## config.mk

```make
export PLATFORM = sky130hd
export DESIGN_NAME = signal_edge_filter
export DESIGN_NICKNAME = d
export VERILOG_FILES = /design/src/rtl/signal_edge_pkg.sv /design/src/rtl/signal_edge_filter_chan.sv /design/src/rtl/signal_edge_filter.sv
export SDC_FILE = /design/constraint.sdc
export NUM_CORES = 1
export LEC_CHECK = 0
export CORE_AREA = 2 2 39 41
export CTS_BUF_LIST = sky130_fd_sc_hd__clkbuf_16
export CTS_CLUSTER_SIZE = 14
export DETAILED_ROUTE_END_ITERATION = 10
export DIE_AREA = 0 0 41 43
export DONT_BUFFER_PORTS = 1
export GPL_TIMING_DRIVEN = 0
export HOLD_SLACK_MARGIN = 0.03
export MAX_ROUTING_LAYER = met4
export PLACE_DENSITY = 0.37
export SLEW_MARGIN = 20
export SYNTH_ARGS = -nofsm -noshare
export SYNTH_HDL_FRONTEND = slang
export SYNTH_HIERARCHICAL = 1
export SYNTH_SLANG_ARGS = --single-unit
```

## constraint.sdc

```tcl
create_clock -name clk -period 3.1 [get_ports clk]
set_input_delay 0.465 -clock clk [delete_from_list [all_inputs] [get_ports clk]]
set_output_delay 0.465 -clock clk [all_outputs]
set_load 0.05 [all_outputs]
```

## src/rtl/signal_edge_pkg.sv

```systemverilog
`default_nettype none
// ============================================================================
// Module   : signal_edge_pkg
// Desc     : Shared types and width helper for the signal edge filter.
// Revision : 1.0 - initial release
// ============================================================================

package signal_edge_pkg;

    typedef enum logic [1:0] {
        SEF_STABLE  = 2'd0,
        SEF_QUALIFY = 2'd1,
        SEF_DEAD    = 2'd2
    } sefState_t;

    // Bits needed to hold 0..maxVal, never less than one.
    function automatic int cntWidth(input int maxVal);
        return (maxVal < 1) ? 1 : $clog2(maxVal + 1);
    endfunction

endpackage

`default_nettype wire

```

## src/rtl/signal_edge_filter_chan.sv

```systemverilog
`default_nettype none
// ============================================================================
// Module   : signal_edge_filter_chan
// Desc     : One channel: stability qualifier, dead time, edge pulses and
//            optional accepted-rise counter (EDGE_COUNT_EN).
// Revision : 1.0 - initial release
// ============================================================================

module signal_edge_filter_chan
    import signal_edge_pkg::*;
#(
    parameter int FILTER_LEN = 4,
    parameter int DEADTIME   = 0
`ifdef EDGE_COUNT_EN
    ,
    parameter int CNT_W      = 16
`endif
) (
    input  logic             clk,
    input  logic             reset_n,
    input  logic             i_sigIn,
    input  logic             i_enable,
    output logic             o_levelOut,
    output logic             o_risePulse,
    output logic             o_fallPulse
`ifdef EDGE_COUNT_EN
    ,
    input  logic             i_countClr,
    output logic [CNT_W-1:0] o_countOut
`endif
);

    localparam int STAB_W = cntWidth(FILTER_LEN);
    localparam int DEAD_W = cntWidth(DEADTIME);
    localparam logic [STAB_W-1:0] c_FILTER_LEN = STAB_W'(FILTER_LEN);
    localparam logic [DEAD_W-1:0] c_DEADTIME   = DEAD_W'(DEADTIME);

    sefState_t         r_state;
    sefState_t         w_stateNext;
    logic              r_lvl;
    logic              w_lvlNext;
    logic [STAB_W-1:0] r_stabCnt;
    logic [STAB_W-1:0] w_stabCntNext;
    logic [DEAD_W-1:0] r_deadCnt;
    logic [DEAD_W-1:0] w_deadCntNext;
    logic              r_rise;
    logic              w_riseNext;
    logic              r_fall;
    logic              w_fallNext;
    logic              w_accept;

    always_ff @(posedge clk or negedge reset_n) begin
        if (!reset_n) begin
            r_state   <= SEF_STABLE;
            r_lvl     <= 1'b0;
            r_stabCnt <= '0;
            r_deadCnt <= '0;
            r_rise    <= 1'b0;
            r_fall    <= 1'b0;
        end else begin
            r_state   <= w_stateNext;
            r_lvl     <= w_lvlNext;
            r_stabCnt <= w_stabCntNext;
            r_deadCnt <= w_deadCntNext;
            r_rise    <= w_riseNext;
            r_fall    <= w_fallNext;
        end
    end

    always_comb begin
        w_stateNext   = r_state;
        w_lvlNext     = r_lvl;
        w_stabCntNext = r_stabCnt;
        w_deadCntNext = r_deadCnt;
        w_riseNext    = 1'b0;
        w_fallNext    = 1'b0;
        w_accept      = 1'b0;

        case (r_state)
            SEF_STABLE: begin
                w_stabCntNext = '0;
                if (i_enable && (i_sigIn != r_lvl)) begin
                    if (FILTER_LEN == 1) begin
                        w_accept = 1'b1;
                    end else begin
                        w_stateNext   = SEF_QUALIFY;
                        w_stabCntNext = STAB_W'(1);
                    end
                end
            end
            SEF_QUALIFY: begin
                if (!i_enable || (i_sigIn == r_lvl)) begin
                    w_stateNext   = SEF_STABLE;
                    w_stabCntNext = '0;
                end else if ((r_stabCnt + STAB_W'(1)) == c_FILTER_LEN) begin
                    w_accept = 1'b1;
                end else begin
                    w_stabCntNext = r_stabCnt + STAB_W'(1);
                end
            end
            SEF_DEAD: begin
                // Input is ignored and enable has no effect until expiry.
                if (r_deadCnt <= DEAD_W'(1)) begin
                    w_stateNext   = SEF_STABLE;
                    w_deadCntNext = '0;
                end else begin
                    w_deadCntNext = r_deadCnt - DEAD_W'(1);
                end
            end
            default: begin
                w_stateNext   = SEF_STABLE;
                w_stabCntNext = '0;
                w_deadCntNext = '0;
            end
        endcase

        if (w_accept) begin
            w_lvlNext     = i_sigIn;
            w_stabCntNext = '0;
            w_riseNext    = i_sigIn;
            w_fallNext    = ~i_sigIn;
            if (i_sigIn && (DEADTIME > 0)) begin
                w_stateNext   = SEF_DEAD;
                w_deadCntNext = c_DEADTIME;
            end else begin
                w_stateNext   = SEF_STABLE;
            end
        end
    end

    always_comb begin
        o_levelOut  = r_lvl;
        o_risePulse = r_rise;
        o_fallPulse = r_fall;
    end

`ifdef EDGE_COUNT_EN
    logic [CNT_W-1:0] r_evtCnt;

    // Clear wins over the old count, but a coincident rise still counts once.
    always_ff @(posedge clk or negedge reset_n) begin
        if (!reset_n) begin
            r_evtCnt <= '0;
        end else if (i_countClr) begin
            r_evtCnt <= w_riseNext ? CNT_W'(1) : '0;
        end else if (w_riseNext && !(&r_evtCnt)) begin
            r_evtCnt <= r_evtCnt + CNT_W'(1);
        end
    end

    assign o_countOut = r_evtCnt;
`endif

endmodule

`default_nettype wire

```

## src/rtl/signal_edge_filter.sv

```systemverilog
`default_nettype none
// ============================================================================
// Module   : signal_edge_filter
// Desc     : N-channel glitch filter and edge detector; EDGE_COUNT_EN adds
//            per-channel accepted-rise counters.
// Revision : 1.0 - initial release
// ============================================================================

module signal_edge_filter #(
    parameter int N          = 1,
    parameter int FILTER_LEN = 4,
    parameter int DEADTIME   = 0,
    parameter int CNT_W      = 16
) (
    input  logic               clk,
    input  logic               reset_n,
    input  logic [N-1:0]       sig_in,
    input  logic               enable,
    output logic [N-1:0]       level_out,
    output logic [N-1:0]       rise_pulse,
    output logic [N-1:0]       fall_pulse
`ifdef EDGE_COUNT_EN
    ,
    input  logic               count_clr,
    output logic [N*CNT_W-1:0] count_out
`endif
);

    for (genvar i = 0; i < N; i++) begin : g_chan
        signal_edge_filter_chan #(
            .FILTER_LEN (FILTER_LEN),
            .DEADTIME   (DEADTIME)
`ifdef EDGE_COUNT_EN
            ,
            .CNT_W      (CNT_W)
`endif
        ) u_chan (
            .clk         (clk),
            .reset_n     (reset_n),
            .i_sigIn     (sig_in[i]),
            .i_enable    (enable),
            .o_levelOut  (level_out[i]),
            .o_risePulse (rise_pulse[i]),
            .o_fallPulse (fall_pulse[i])
`ifdef EDGE_COUNT_EN
            ,
            .i_countClr  (count_clr),
            .o_countOut  (count_out[i*CNT_W +: CNT_W])
`endif
        );
    end

endmodule

`default_nettype wire
```

==> out/qor.yml <==
clock_tree:
  clock-sinks: 7
  ctsHoldBuffers: 1
  post_cts_resized: 0
  h-tree-depth: 1
  clk_latency_ns: 0.23
  clockBufferDepth: 2
  cts-root-buf: "clkbuf_16"
  cts_tree: "yes"
  postCtsSetupBuffers: 0
  cts_buffers: 3
  path_clk_slew_ns: 0.03
flow_run:
  max_cap_viol_count: 0
finish:
  syn2layout_area_growth_pct: 36.40
  fin_area_um2: 407.9
  drive_gt1_frac: 0.1786
  fill_cells: 149
  antenna_cells: 0
  nets: 35
detailed_routing:
  num_vias: 179
  postRouteAntennaNets: 0
  drt_iter0_markers: 3
  wl_per_cell_um: 10.77
  dr.pass1.iters: 3
  drc_errors: 0
  vias_per_cell: 4.068
  totalWireLength_um: 474
synth:
  yosys_warnings: 6
  synth_edf_count: 0
  ys_top_cells_by_area: "dfrtp_1, ha_1, nor3b_1"
  synthDistinctLibCells: 13
  synth_area_um2: 299.0
  netlist.area_leader.share: 0.5858
  ys_seq_area_frac: 0.5858
  ys_seq_elements: 7
  async_flop_share: 1.000
  synth_most_common_cell: "dfrtp_1"
  synth_fp_nets: 29
  syn_avg_cell_area_um2: 13.00
  yosysTopAreaCell: "dfrtp_1"
  syn_inst: 23
  synth_flop_cell: "dfrtp_1"
  synthTopCellsByCount: "dfrtp_1, and3_1, ha_1, nand2_1, nor3b_1"
sta:
  setup_tns_ns: 0
  max_freq_ghz: 0.7018
  timing.hold.ws_ns: 0.3079
  rsz0062_at_grt: "no"
  fin_crit_sh: 0.4597
  fin_ws_ns: 1.675
  worst_slew_pin_slew_ns: 0.6133
  period_needed_ns: 1.425
  skew_ns: 0.0006473
  setup_viol: 0
  hold_viol: 0
  slew_violations: 0
  slew-limit-headroom: 0.5911
global_routing:
  grtUsageMet2: 0.09688
  grt.busiest_layer: "met2"
  grtUsageMet1: 0.08278
  grt_max_degree: 8
  grt_use_met3: 0.05759
  grt-ovfl-total: 0
  grt_pass1_vias: 212
  grt_pass1_wl_um: 834
  grt.total_usage: 0.08204
  grt_antenna_before_repair: 0
run_status:
  status: "finished, final reports clean"
placement:
  pre_cts_ws_ns: 1.688
  port_buffers: 0
  gp_congestion: 0.7233
  hpwl_um: 363.2
  placed_area_um2: 319.1
floorplanning:
  row_count: 14
  initial_utilization: 0.2161
  die_h_um: 43
  die-area_um2: 1763
  fp.dieW_um: 41
  boundaryPins: 7
  design.core.area_um2: 1384
critical_path:
  setup.worst_path.start_class: "flop"
  end_kind: "flop"
  crit_type: "reg -> reg"
  path_max_fanout: 5
  required_ns: 3.21
  crit_arrival_ns: 1.53
power_and_ir_drop:
  power.leakage_nw: 0.1884
  powerDensity_nw_per_um2: 771.3
  total_power_uw: 314.6
  peakVddDrop_v: 0.0003181
hold_path:
  hold_class: "in -> reg"
per-layer routing:
layer	wire, µm	vias up
li1	-	90
met1	209	85
met2	227	4
met3	38	0
met4	0	0
met5	0	-
layout by cell type (no fill, tap or decap), types with 2 or more instances in the layout:
cell,n
dfrtp_1,7
clkbuf_16,3
inv_1,2
nor3b_1,2
and3_1,2
nand2_1,2
ha_1,2
cell families (layout without fill, tap and decap cells):
group,Yosys count,in the layout,synth area share
AOI/OAI and AO/OA,1,1,0.01672
xor gates and xnor gates,2,2,0.05859
adders and majority gates,2,2,0.08367
buffers and inverters,1,6,0.01254
DFF,7,7,0.5858
muxes,1,1,0.03765
and+or+nand+nor,9,9,0.2050
per-stage QoR:
stage	utilization	std cells
2_1_floorplan	-	23
3_3_place_gp	0.2306	39
3_5_place_dp	0.2306	39
4_1_cts	0.2948	44
5_1_grt	0.2948	44
6_report	0.2948	44
path summary, 6_finish.rpt:
check / to / slack, ns / cells after the start / from
worst min register to register: g_chan[0].u_chan/r_stabCnt[1] / 0.59 / 2 / g_chan[0].u_chan/r_state[0]
worst max register to register: g_chan[0].u_chan/o_levelOut / 1.68 / 4 / g_chan[0].u_chan/r_stabCnt[0]
min in group asynchronous: g_chan[0].u_chan/r_stabCnt[2] / 0.58 / 1 / reset_n
worst max-delay path: g_chan[0].u_chan/o_levelOut / 1.68 / 4 / g_chan[0].u_chan/r_stabCnt[0]
max in group asynchronous: g_chan[0].u_chan/o_fallPulse / 2.28 / 1 / reset_n
worst min-delay path: g_chan[0].u_chan/o_fallPulse / 0.31 / 1 / sig_in
critical path, stage by stage, from the launching register on:
cell and delay [ns]:
dfrtp_1 0.38, ha_1 0.21, ha_1 0.24, nand3_1 0.14
mux2_2 0.34
registers in the layout (all words and copies together) (netlist names):
name and count:
g_chan.u_chan/r_stabCnt 3, g_chan.u_chan/o_levelOut 1, g_chan.u_chan/o_fallPulse 1, g_chan.u_chan/r_state 1
g_chan.u_chan/o_risePulse 1
report_power, final:
group          switching (mW)  internal (mW)  leakage, nW
sequential            0.00215         0.0936       0.0956
combinational         0.00356        0.00363       0.0505
clock                  0.0444          0.167       0.0423
total                  0.0501          0.265        0.188
layout make-up:
class,instances,area (µm²),share of cell area
clock inverter,1,3.754,0.009202
inverter,1,3.754,0.009202
timing repair buffer,1,10.01,0.02454
clock buffer,3,75.07,0.1840
multi-input combinational,15,120.1,0.2945
tap,16,20.02,0.04908
sequential,7,175.2,0.4294
No activity file was read; power rests on OpenSTA's default activity.
